$ cat config.mk
export PLATFORM = sky130hd
export DESIGN_NAME = serial_add_ctrl
export DESIGN_NICKNAME = d
export VERILOG_FILES = /design/src/rtl/serial_add_ctrl.sv
export SDC_FILE = /design/constraint.sdc
export NUM_CORES = 1
export LEC_CHECK = 0
export BUFFER_PORTS_ARGS = -buffer_cell sky130_fd_sc_hd__buf_2
export CAP_MARGIN = 30
export CORE_MARGIN = 2
export CORE_UTILIZATION = 50
export CTS_CLUSTER_DIAMETER = 100
export DETAILED_ROUTE_END_ITERATION = 7
export PLACE_DENSITY = 0.75
export SLEW_MARGIN = 20
export SYNTH_ARGS = -nofsm -noshare
export SYNTH_HDL_FRONTEND = slang
export SYNTH_HIERARCHICAL = 1
export SYNTH_SLANG_ARGS = --single-unit
$ cat constraint.sdc
create_clock -name clk -period 1.4 [get_ports clk]
set_clock_uncertainty 0.05 [all_clocks]
set_input_delay 0.28 -clock clk [delete_from_list [all_inputs] [get_ports clk]]
set_output_delay 0.28 -clock clk [all_outputs]
set_load 0.005 [all_outputs]
$ cat src/rtl/serial_add_ctrl.sv
// Bit-serial adder controller: shares one full-adder cell (two half adders plus an OR)
// across N-bit operands, LSB first, with a start/busy/done handshake.

module half_adder (
   input  logic x_i,
   input  logic y_i,
   output logic s_o,
   output logic c_o
);
   assign s_o = x_i ^ y_i;
   assign c_o = x_i & y_i;
endmodule

module serial_add_ctrl #(
   parameter int N  = 8,
   parameter int CW = 6
) (
   input  logic         clk,
   input  logic         rst,
   input  logic         start,
   input  logic [N-1:0] a,
   input  logic [N-1:0] b,
   input  logic         cin,
   output logic         busy,
   output logic         done,
   output logic [N-1:0] sum,
   output logic         cout
);

   typedef enum logic [1:0] {
      IDLE = 2'd0,
      RUN  = 2'd1,
      DONE = 2'd2
   } state_t;

   state_t          state_q;
   logic [N-1:0]    ra_q;
   logic [N-1:0]    rb_q;
   logic [N-1:0]    racc_q;
   logic [CW-1:0]   cnt_q;
   logic            c_q;
   logic            busy_q;
   logic            done_q;
   logic [N-1:0]    sum_q;
   logic            cout_q;

   logic            hs0_s;
   logic            hc0_s;
   logic            hc1_s;
   logic            bit_s;
   logic            c_d;
   logic [N-1:0]    racc_d;

   half_adder u_ha0 (.x_i(ra_q[0]), .y_i(rb_q[0]), .s_o(hs0_s), .c_o(hc0_s));
   half_adder u_ha1 (.x_i(hs0_s),   .y_i(c_q),     .s_o(bit_s), .c_o(hc1_s));

   assign c_d    = hc0_s | hc1_s;
   assign racc_d = {bit_s, racc_q[N-1:1]};

   // Handshake FSM with operand shifters, carry flop, bit counter and result registers.
   always_ff @(posedge clk or posedge rst) begin
      if (rst) begin
         state_q <= IDLE;
         ra_q    <= '0;
         rb_q    <= '0;
         racc_q  <= '0;
         cnt_q   <= '0;
         c_q     <= 1'b0;
         busy_q  <= 1'b0;
         done_q  <= 1'b0;
         sum_q   <= '0;
         cout_q  <= 1'b0;
      end else begin
         case (state_q)
            IDLE: begin
               done_q <= 1'b0;
               if (start) begin
                  ra_q    <= a;
                  rb_q    <= b;
                  c_q     <= cin;
                  cnt_q   <= '0;
                  racc_q  <= '0;
                  busy_q  <= 1'b1;
                  state_q <= RUN;
               end else begin
                  busy_q  <= 1'b0;
               end
            end
            RUN: begin
               ra_q   <= ra_q >> 1;
               rb_q   <= rb_q >> 1;
               c_q    <= c_d;
               racc_q <= racc_d;
               cnt_q  <= cnt_q + CW'(1);
               // Last bit: the freshly shifted accumulator is the final sum.
               if (cnt_q == CW'(N - 1)) begin
                  sum_q   <= racc_d;
                  cout_q  <= c_d;
                  done_q  <= 1'b1;
                  state_q <= DONE;
               end else begin
                  done_q  <= 1'b0;
               end
            end
            DONE: begin
               done_q  <= 1'b0;
               busy_q  <= 1'b0;
               state_q <= IDLE;
            end
            default: begin
               done_q  <= 1'b0;
               busy_q  <= 1'b0;
               state_q <= IDLE;
            end
         endcase
      end
   end

   assign busy = busy_q;
   assign done = done_q;
   assign sum  = sum_q;
   assign cout = cout_q;

endmodule

; ---- After elaboration in Yosys (flattened, before gate mapping)
; Cells that the tools add are included.
; Widths: inputs -> output; s select.
[word_totals]
output_inout_bits = 11
register_bits = 44
[op_classes]
add_sub_neg = 1
bitwise_logic = 5
muxes = 17
reduce_logical = 5
n_eq_ne = 4
[ops]
columns = operator, n
row1 = $pmux 8 s2, 3
row2 = $mux 8, 3
row3 = $pmux 6 s2, 1
row4 = $add 6x1->6 const B, 1
row5 = $eq 6x3->1 const B, 1
row6 = $mux 6, 1
row7 = $reduce_and 2->1, 3
row8 = $mux 1, 4
row9 = $mux 2, 2
row10 = $ne 2x2->1 const B, 2
row11 = $pmux 1 s2, 2
row12 = $pmux 2 s2, 1
row13 = $and 1x1->1, 2
row14 = $eq 2x1->1 const B, 1
row15 = $logic_not 2->1, 1
row16 = $reduce_bool 2->1, 1
row17 = $xor 1x1->1, 2
row18 = $or 1x1->1, 1

; ---- Depth between registers and ports, before layout
; Gate-level depths: netlist of run 1.
[logic_depth]
depth_word = 4
depth_mapped = 5

; ---- Cells and area by module
; The synthesis of run 1 kept the hierarchy.
[modules_own_cells]
columns = mod, seq_area_each_um2, cells_per_inst, n_inst, area_each_um2
row1 = serial_add_ctrl, 1076.0, 164, 1, 1909.3
row2 = half_adder, 0.0, 1, 2, 12.5

; ---- Worst setup path before layout of run 1
; No wires, ideal clock.
[synth_timing]
path_kind = flip-flop to flip-flop
start = register ra_q[0]
end = register cout_q (netlist: cout)
t_arrival_ns = 1.364
slack_ns = -0.140
setup_time_ns = 0.125
path_stages_with_launch = 5
period_less_slack_ns = 1.540
cell_sequence = dfrtp_1 > ha_1 > ha_1 > or2_2 > mux2_4
[synth_via]
elab_chain_cells = 3
elab_cells_between_ends = 4
classes_between = bitwise: 4
[synth_rtl]
columns = element, line
row1 = start: declaration, 37  ; logic [N-1:0] ra_q;
row2 = start signal: assignment, 90  ; ra_q <= ra_q >> 1;
row3 = $xor 1x1->1, 10  ; assign s_o = x_i ^ y_i;
row4 = named net hs0_s, 47  ; logic hs0_s;
row5 = $and 1x1->1, 11  ; assign c_o = x_i & y_i;
row6 = named net hc1_s, 49  ; logic hc1_s;
row7 = $or 1x1->1, 57  ; assign c_d = hc0_s | hc1_s;
row8 = end signal: assignment, 72  ; cout_q <= 1'b0;
row9 = end signal: assignment, 98  ; cout_q <= c_d;
row10 = end: declaration, 45  ; logic cout_q;
; The timed path passes the listed nets, and every way through them passes these cells.
; A chain may end at the register's enable or synchronous reset.

; ---- Final worst setup path of run 1
[layout_timing]
start = register rb_q[0]
end = register cout_q (netlist: cout)
[layout_via]
elab_chain_cells = 3
elab_cells_between_ends = 4
classes_between = bitwise: 4
[layout_rtl]
columns = element, line
row1 = start: declaration, 38  ; logic [N-1:0] rb_q;
row2 = start signal: assignment, 91  ; rb_q <= rb_q >> 1;
row3 = $xor 1x1->1, 10
row4 = named net hs0_s, 47
row5 = $and 1x1->1, 11
row6 = named net hc1_s, 49
row7 = $or 1x1->1, 57
; The timed path passes the listed nets, and every way through them passes these cells.

==> results of run 1 <==
## worst max-delay path, stage by stage (launching register included)
cell     delay, ns
dfrtp_1       0.39
ha_1          0.30
ha_2          0.17
or2_4         0.22
mux2_4        0.25
## metrics by stage
stage | hold WS (ns) | setup TNS [ns]
5_1_grt | 0.172 | -1.04
4_1_cts | 0.159 | -0.631
6_report | 0.163 | -0.539
3_5_place_dp | 0.305 | -0.662
2_1_floorplan | 0.363 | -0.303
3_3_place_gp | 0.300 | -0.310
## cells in the final DEF (no fill, tap or decap), types with 2 or more instances in the layout
master	count
o22ai_1	6
and2_1	10
mux2i_1	2
nand4_1	2
a22o_1	10
a22oi_1	2
dfrtp_1	43
o21ai_0	14
mux2_4	9
nand2_1	20
clkbuf_8	6
buf_6	2
o21ai_1	2
buf_2	30
ha_2	2
buf_4	17
a31oi_1	10
inv_1	2
a21oi_1	3
nand2b_1	2
## registers in the layout, summed over array words and instances (netlist names)
register / cells
sum: 8
ra_q: 8
racc_q: 7
done: 1
busy: 1
rb_q: 8
state_q: 2
cnt_q: 6
cout: 1
c_q: 1
## final cells by class
| class | instances | area (um^2) |
|---|---|---|
| Clock buffer | 6 | 82.6 |
| Tap cell | 48 | 60.1 |
| Multi-Input combinational cell | 109 | 786 |
| Sequential cell | 43 | 1080 |
| Inverter | 3 | 13.8 |
| Timing Repair Buffer | 51 | 330 |
| Clock inverter | 2 | 35.0 |
| Fill cell | 298 | 1310 |
## how the worst max path moves through the flow
stage / cells after the start / end / startpoint
final: 4 / cout / rb_q[0]
after global routing: 4 / cout / ra_q[0]
after CTS: 4 / cout / rb_q[0]
after detailed placement: 4 / cout / ra_q[0]
after global placement: 4 / cout / rb_q[0]
after floorplan: 4 / cout / rb_q[0]
## kinds of logic after synthesis
family                   after synthesis  share of synthesized area [%]
AO/OA/AOI/OAI                         49                           16.4
AND/OR/NAND/NOR                       45                           13.4
flip-flops                            43                           55.6
buffers and inverters                 14                           4.14
multiplexers                          11                           8.02
adder cells (fa/ha/maj)                3                           1.94
XOR/XNOR                               1                          0.453
## power breakdown
group	internal [mW]	total, mW	switching, mW
clock network	0.577	0.986	0.409
registers	1.73	2.04	0.306
logic	1.08	1.99	0.909
total	3.39	5.01	1.62
## per-layer routing
metal | routed length, um | up-vias | share of wire (%) | GRT usage, %
li1 | - | 690 | - | -
met1 | 1700 | 708 | 43 | 26.2
met2 | 1950 | 47 | 50 | 33.4
met3 | 229 | 5 | 5.8 | 6.30
met4 | 41 | 0 | 1.0 | 6.38
met5 | 0 | - | 0 | 0
## what timing repair did
action	in CTS	in global routing
hold buffers	1	0
buffers inserted	1	0
endpoints found under the setup margin	10	23
endpoints found under the hold margin	43	0
gates cloned	0	0
resized for setup	0	4
pin swaps	1	0
==> results.md, run 1 <==
- Status: finished, violations left
- Failing checks: setup timing
- Worst Setup Start Kind: register
- Vias in the first global route: 1476
- Placed insts: 252
- Global-route wire length before repair: 6.76 mm
- Most frequent cell after synthesis: dfrtp_1
- Hold EP: rb_q[7]
- Max Cap Violations: 0
- Worst-margin pin slew: 0.252 ns
- Register area share after synthesis: 55.6%
- Chip width: 66.2 um
- CP required: 1.53 ns
- Fin. Hold Viols: 0
- Crit. End Element: register
- DP Worst Slack: -0.0940 ns
- Num CTS Buffers: 5
- Share of the synthesized area in the top cell type: 55.6%
- Post-DP Area: 2240 um^2
- Total power: 5.01 mW
- FF-to-FF Start: rb_q[0]
- Count of cell types in the netlist: 35
- Ys flop type: dfrtp_1
- Post-Syn Instances: 166
- # diodes: 0
- Critical path data arrival time: 1.62 ns
- Nets@finish: 236
- RePlAce Congestion: 0.754
- Asr flop ratio synth: 100%
- Core box area: 3690 um^2
- Largest net degree at the start of global routing: 44
- Drt total wl: 3.92 mm
- Min Tclk post-route: 1.49 ns
- GR Overflow Total: 0
- VDD IR-drop max: 0.948 mV
- Top-Level Pins: 31
- Commonest cells in the netlist: dfrtp_1 (43), nand2_1 (20), o21ai_0 (14)
- Synth area leader: dfrtp_1
- Die area: 4380 um^2
- Synth top area cells: dfrtp_1 (56%), mux2_4 (7.0%), a22o_1 (4.5%), nand2_1 (3.9%), o21ai_0 (3.6%)
- Tot GR Track Use: 20.5%
- Cell area after synthesis: 1930 um^2
- Number of flops mapped to enable cells by yosys: 0
- DRC: 0
- Final worst slack: -0.0914 ns
- Area growth syn-to-layout: 23.2%
- Pwr/cell area: 2100 nW/um^2
- Seq cells post-synth: 43
- Initial Util: 52.4%
- Final setup fails: 10
- Critical path type: reg -> reg
- Core Util, Final: 64.6%
- Die Y: 66.2 um
- Final max-slew violation count: 0
- Drt wl/cell: 15.0 um
- Vias per cell: 5.53
- Unrepaired setup endpoints after global routing: yes
- Via Count: 1450
- Mapped Nets: 189
- Final period util: 107%
- CP max FO: 2
- Mapped Avg Cell Area: 11.7 um^2
- Min-delay worst type: in -> reg
- ANT nets after route: 0
- Leak pwr: 1.18 nW
- R2r setup slk: -0.09 ns
- Initial antenna violation count: 0
- Slew HR: 83.2%
- Final instance area: 2380 um^2
- Worst hold start: b[7]
- CTS tree: done
- Clock Tree Root: clkbuf_8
- Drt pass-1 iters: 4
- Share of cells above drive strength 1: 36.4%
- Highest clock rate: 0.671 GHz
- Port Buffer Count: 30
- Reg2reg end: cout
- Hpwl dp: 2.82 mm
- Final cell count without fillers: 262
- Cell Rows: 22
- Latest clock arrival within the worst-skew pair: 0.29 ns
- Clk slew on worst S/H paths: 0.08 ns
- H-tree depth: 2
- Initial DRC Count: 99
- Clk sinks: 43
- Yosys warning total: 6
- Hold Path Cell Cnt: 2
- R2r worst-path depth: 4
- Clock buffer depth: 2
Power figures use the tool's default switching activity.
==> run 2: changes to the inputs <==
--- a/config.mk
+++ b/config.mk
@@ -12,7 +12,8 @@
 export CTS_CLUSTER_DIAMETER = 100
 export DETAILED_ROUTE_END_ITERATION = 7
 export PLACE_DENSITY = 0.75
-export SLEW_MARGIN = 20
+export RECOVER_POWER = 100
+export SLEW_MARGIN = 0
 export SYNTH_ARGS = -nofsm -noshare
 export SYNTH_HDL_FRONTEND = slang
 export SYNTH_HIERARCHICAL = 1
==> results.md, run 2 (same netlist as run 1, synthesis figures left out) <==
- Status: finished, violations left
- Failing checks: setup timing
- Top-Level Pins: 31
- # diodes: 0
- Min Tclk post-route: 1.49 ns
- Leak pwr: 1.15 nW
- Highest clock rate: 0.671 GHz
- Final period util: 107%
- Switching pwr: 1.62 mW
- Fin. Hold Viols: 0
- Critical path buffers and inverters: 0
- Max Cap Violations: 0
- Final max-slew violation count: 0
- Area growth syn-to-layout: 21.7%
- Commonest non-fill, non-tap cell in the layout: dfrtp_1
- Critical path type: reg -> reg
- Clk slew on worst S/H paths: 0.08 ns
- Via Count: 1443
- Chip width: 66.2 um
- R2r worst-path depth: 4
- Pwr/cell area: 2110 nW/um^2
- Die Y: 66.2 um
- Slowest-stage cell, CP: dfrtp_1
- Clk sinks: 43
- CP peak stage delay: 0.39 ns
- Clock Tree Root: clkbuf_8
- Cell Rows: 22
- Initial DRC Count: 91
- Global-route wire length before repair: 6.76 mm
- Initial antenna violation count: 0
- P_int: 3.35 mW
- Worst path cell trace: ha_1, ha_2, or2_4, mux2_4
- Logic pwr share: 39.1%
- GR Overflow Total: 0
- Most frequent cells in the layout: dfrtp_1 (43), buf_2 (28), nand2_1 (20), buf_4 (15), o21ai_0 (14)
- Crit. Startpoint: rb_q[0]
- Clock power share: 19.8%
- ANT nets after route: 0
- Crit. End Element: register
- Setup TNS: -0.556 ns
- RePlAce Congestion: 0.754
- Total power: 4.97 mW
- Die area: 4380 um^2
- CP required: 1.53 ns
- CTS tree: done
- Reg2reg end: cout
- Tot GR Track Use: 20.5%
- Vias per cell: 5.51
- Crit. path cell count: 4
- Worst Setup Start Kind: register
- FF-to-FF Start: rb_q[0]
- Initial Util: 52.4%
- Port Buffer Count: 30
- Latest clock arrival within the worst-skew pair: 0.29 ns
- Critical path data arrival time: 1.62 ns
- Hpwl dp: 2.82 mm
- VDD IR-drop max: 0.946 mV
- Worst path top cell family by delay: adder cells
- Slew HR: 61.2%
- CP Capture Point: cout
- Num CTS Buffers: 5
- Final setup fails: 12
- Hold Slack: 0.163 ns
- FILL cells: 304
- Drt total wl: 3.93 mm
- Unrepaired setup endpoints after global routing: yes
- Drt wl/cell: 15.0 um
- R2r setup slk: -0.09 ns
- Min-delay worst type: in -> reg
- Part of the power in registers: 41.0%
- Largest net degree at the start of global routing: 44
- Vias in the first global route: 1476
- Clock buffer depth: 2
- Core box area: 3690 um^2
- Share of cells above drive strength 1: 34.6%
- Net Sw Frac: 32.6%
- Final worst slack: -0.0914 ns
- Worst-margin pin slew: 0.582 ns
- CP max FO: 2
- Drt pass-1 iters: 4
- Nets@finish: 236
- H-tree depth: 2
- DRC: 0
## run 2: cell types whose count changed in the layout (fill, tap and decap cells not counted), sizes merged
cell | previous run | this run
buf | 50 | 44
clkbuf | 6 | 12
## run 2: repair_timing
action / CTS / global route
resized for setup: 0 / 4
hold buffers: 1 / 0
pin swaps: 1 / 0
buffers inserted: 1 / 0
endpoints found under the setup margin: 10 / 23
hold endpoints to repair: 43 / 0
## run 2: how the worst min path moves through the flow
stage / startpoint / to / slack, ns / depth (start not counted)
after floorplan: a[7] / ra_q[7] / 0.36 / 1
after global placement: rst / sum[7] / 0.30 / 3
after detailed placement: rst / sum[7] / 0.30 / 3
after CTS: b[7] / rb_q[7] / 0.16 / 2
after global routing: b[7] / rb_q[7] / 0.17 / 2
final: b[7] / rb_q[7] / 0.16 / 2
## run 2: metal layers
metal  up-vias  track usage, %  part of all wire (%)  wire length, um
met5         -               0                     0                0
met4         0            6.38                   1.0               41
met3         5            6.30                   5.7              226
met2        47            33.4                    50             1960
met1       702            26.2                    43             1710
li1        689               -                     -                -
## run 2: cell type report
class                   instances  area, um^2  share of cell area (%)
clock buffers                   6        82.6                    3.51
clock inverters                 2        35.0                    1.49
inverters                       3        13.8                   0.584
multi-input cells             109         782                    33.2
flip-flops and latches         43        1080                    45.7
well taps                      48        60.1                    2.55
repair buffers                 51         305                    13.0
## run 2: power by group through the flow
stage	Clock, mW	Sequential [mW]	Combinational [mW]
floorplan	0	2.04	1.27
global placement	0	2.02	1.85
detailed placement	0	2.06	1.96
CTS	1.00	2.04	1.99
global route	1.07	2.10	2.16
finish	0.985	2.04	1.95
## run 2: stage by stage
stage               cells  util [%]  setup slack, ns  cell area, um^2
floorplan             166         -          -0.0579             1950
global placement      252      60.7          -0.0548             2240
detailed placement    252      60.7          -0.0940             2240
CTS                   262      64.3           -0.100             2370
global route          262      63.8           -0.131             2350
finish                262      63.8          -0.0914             2350
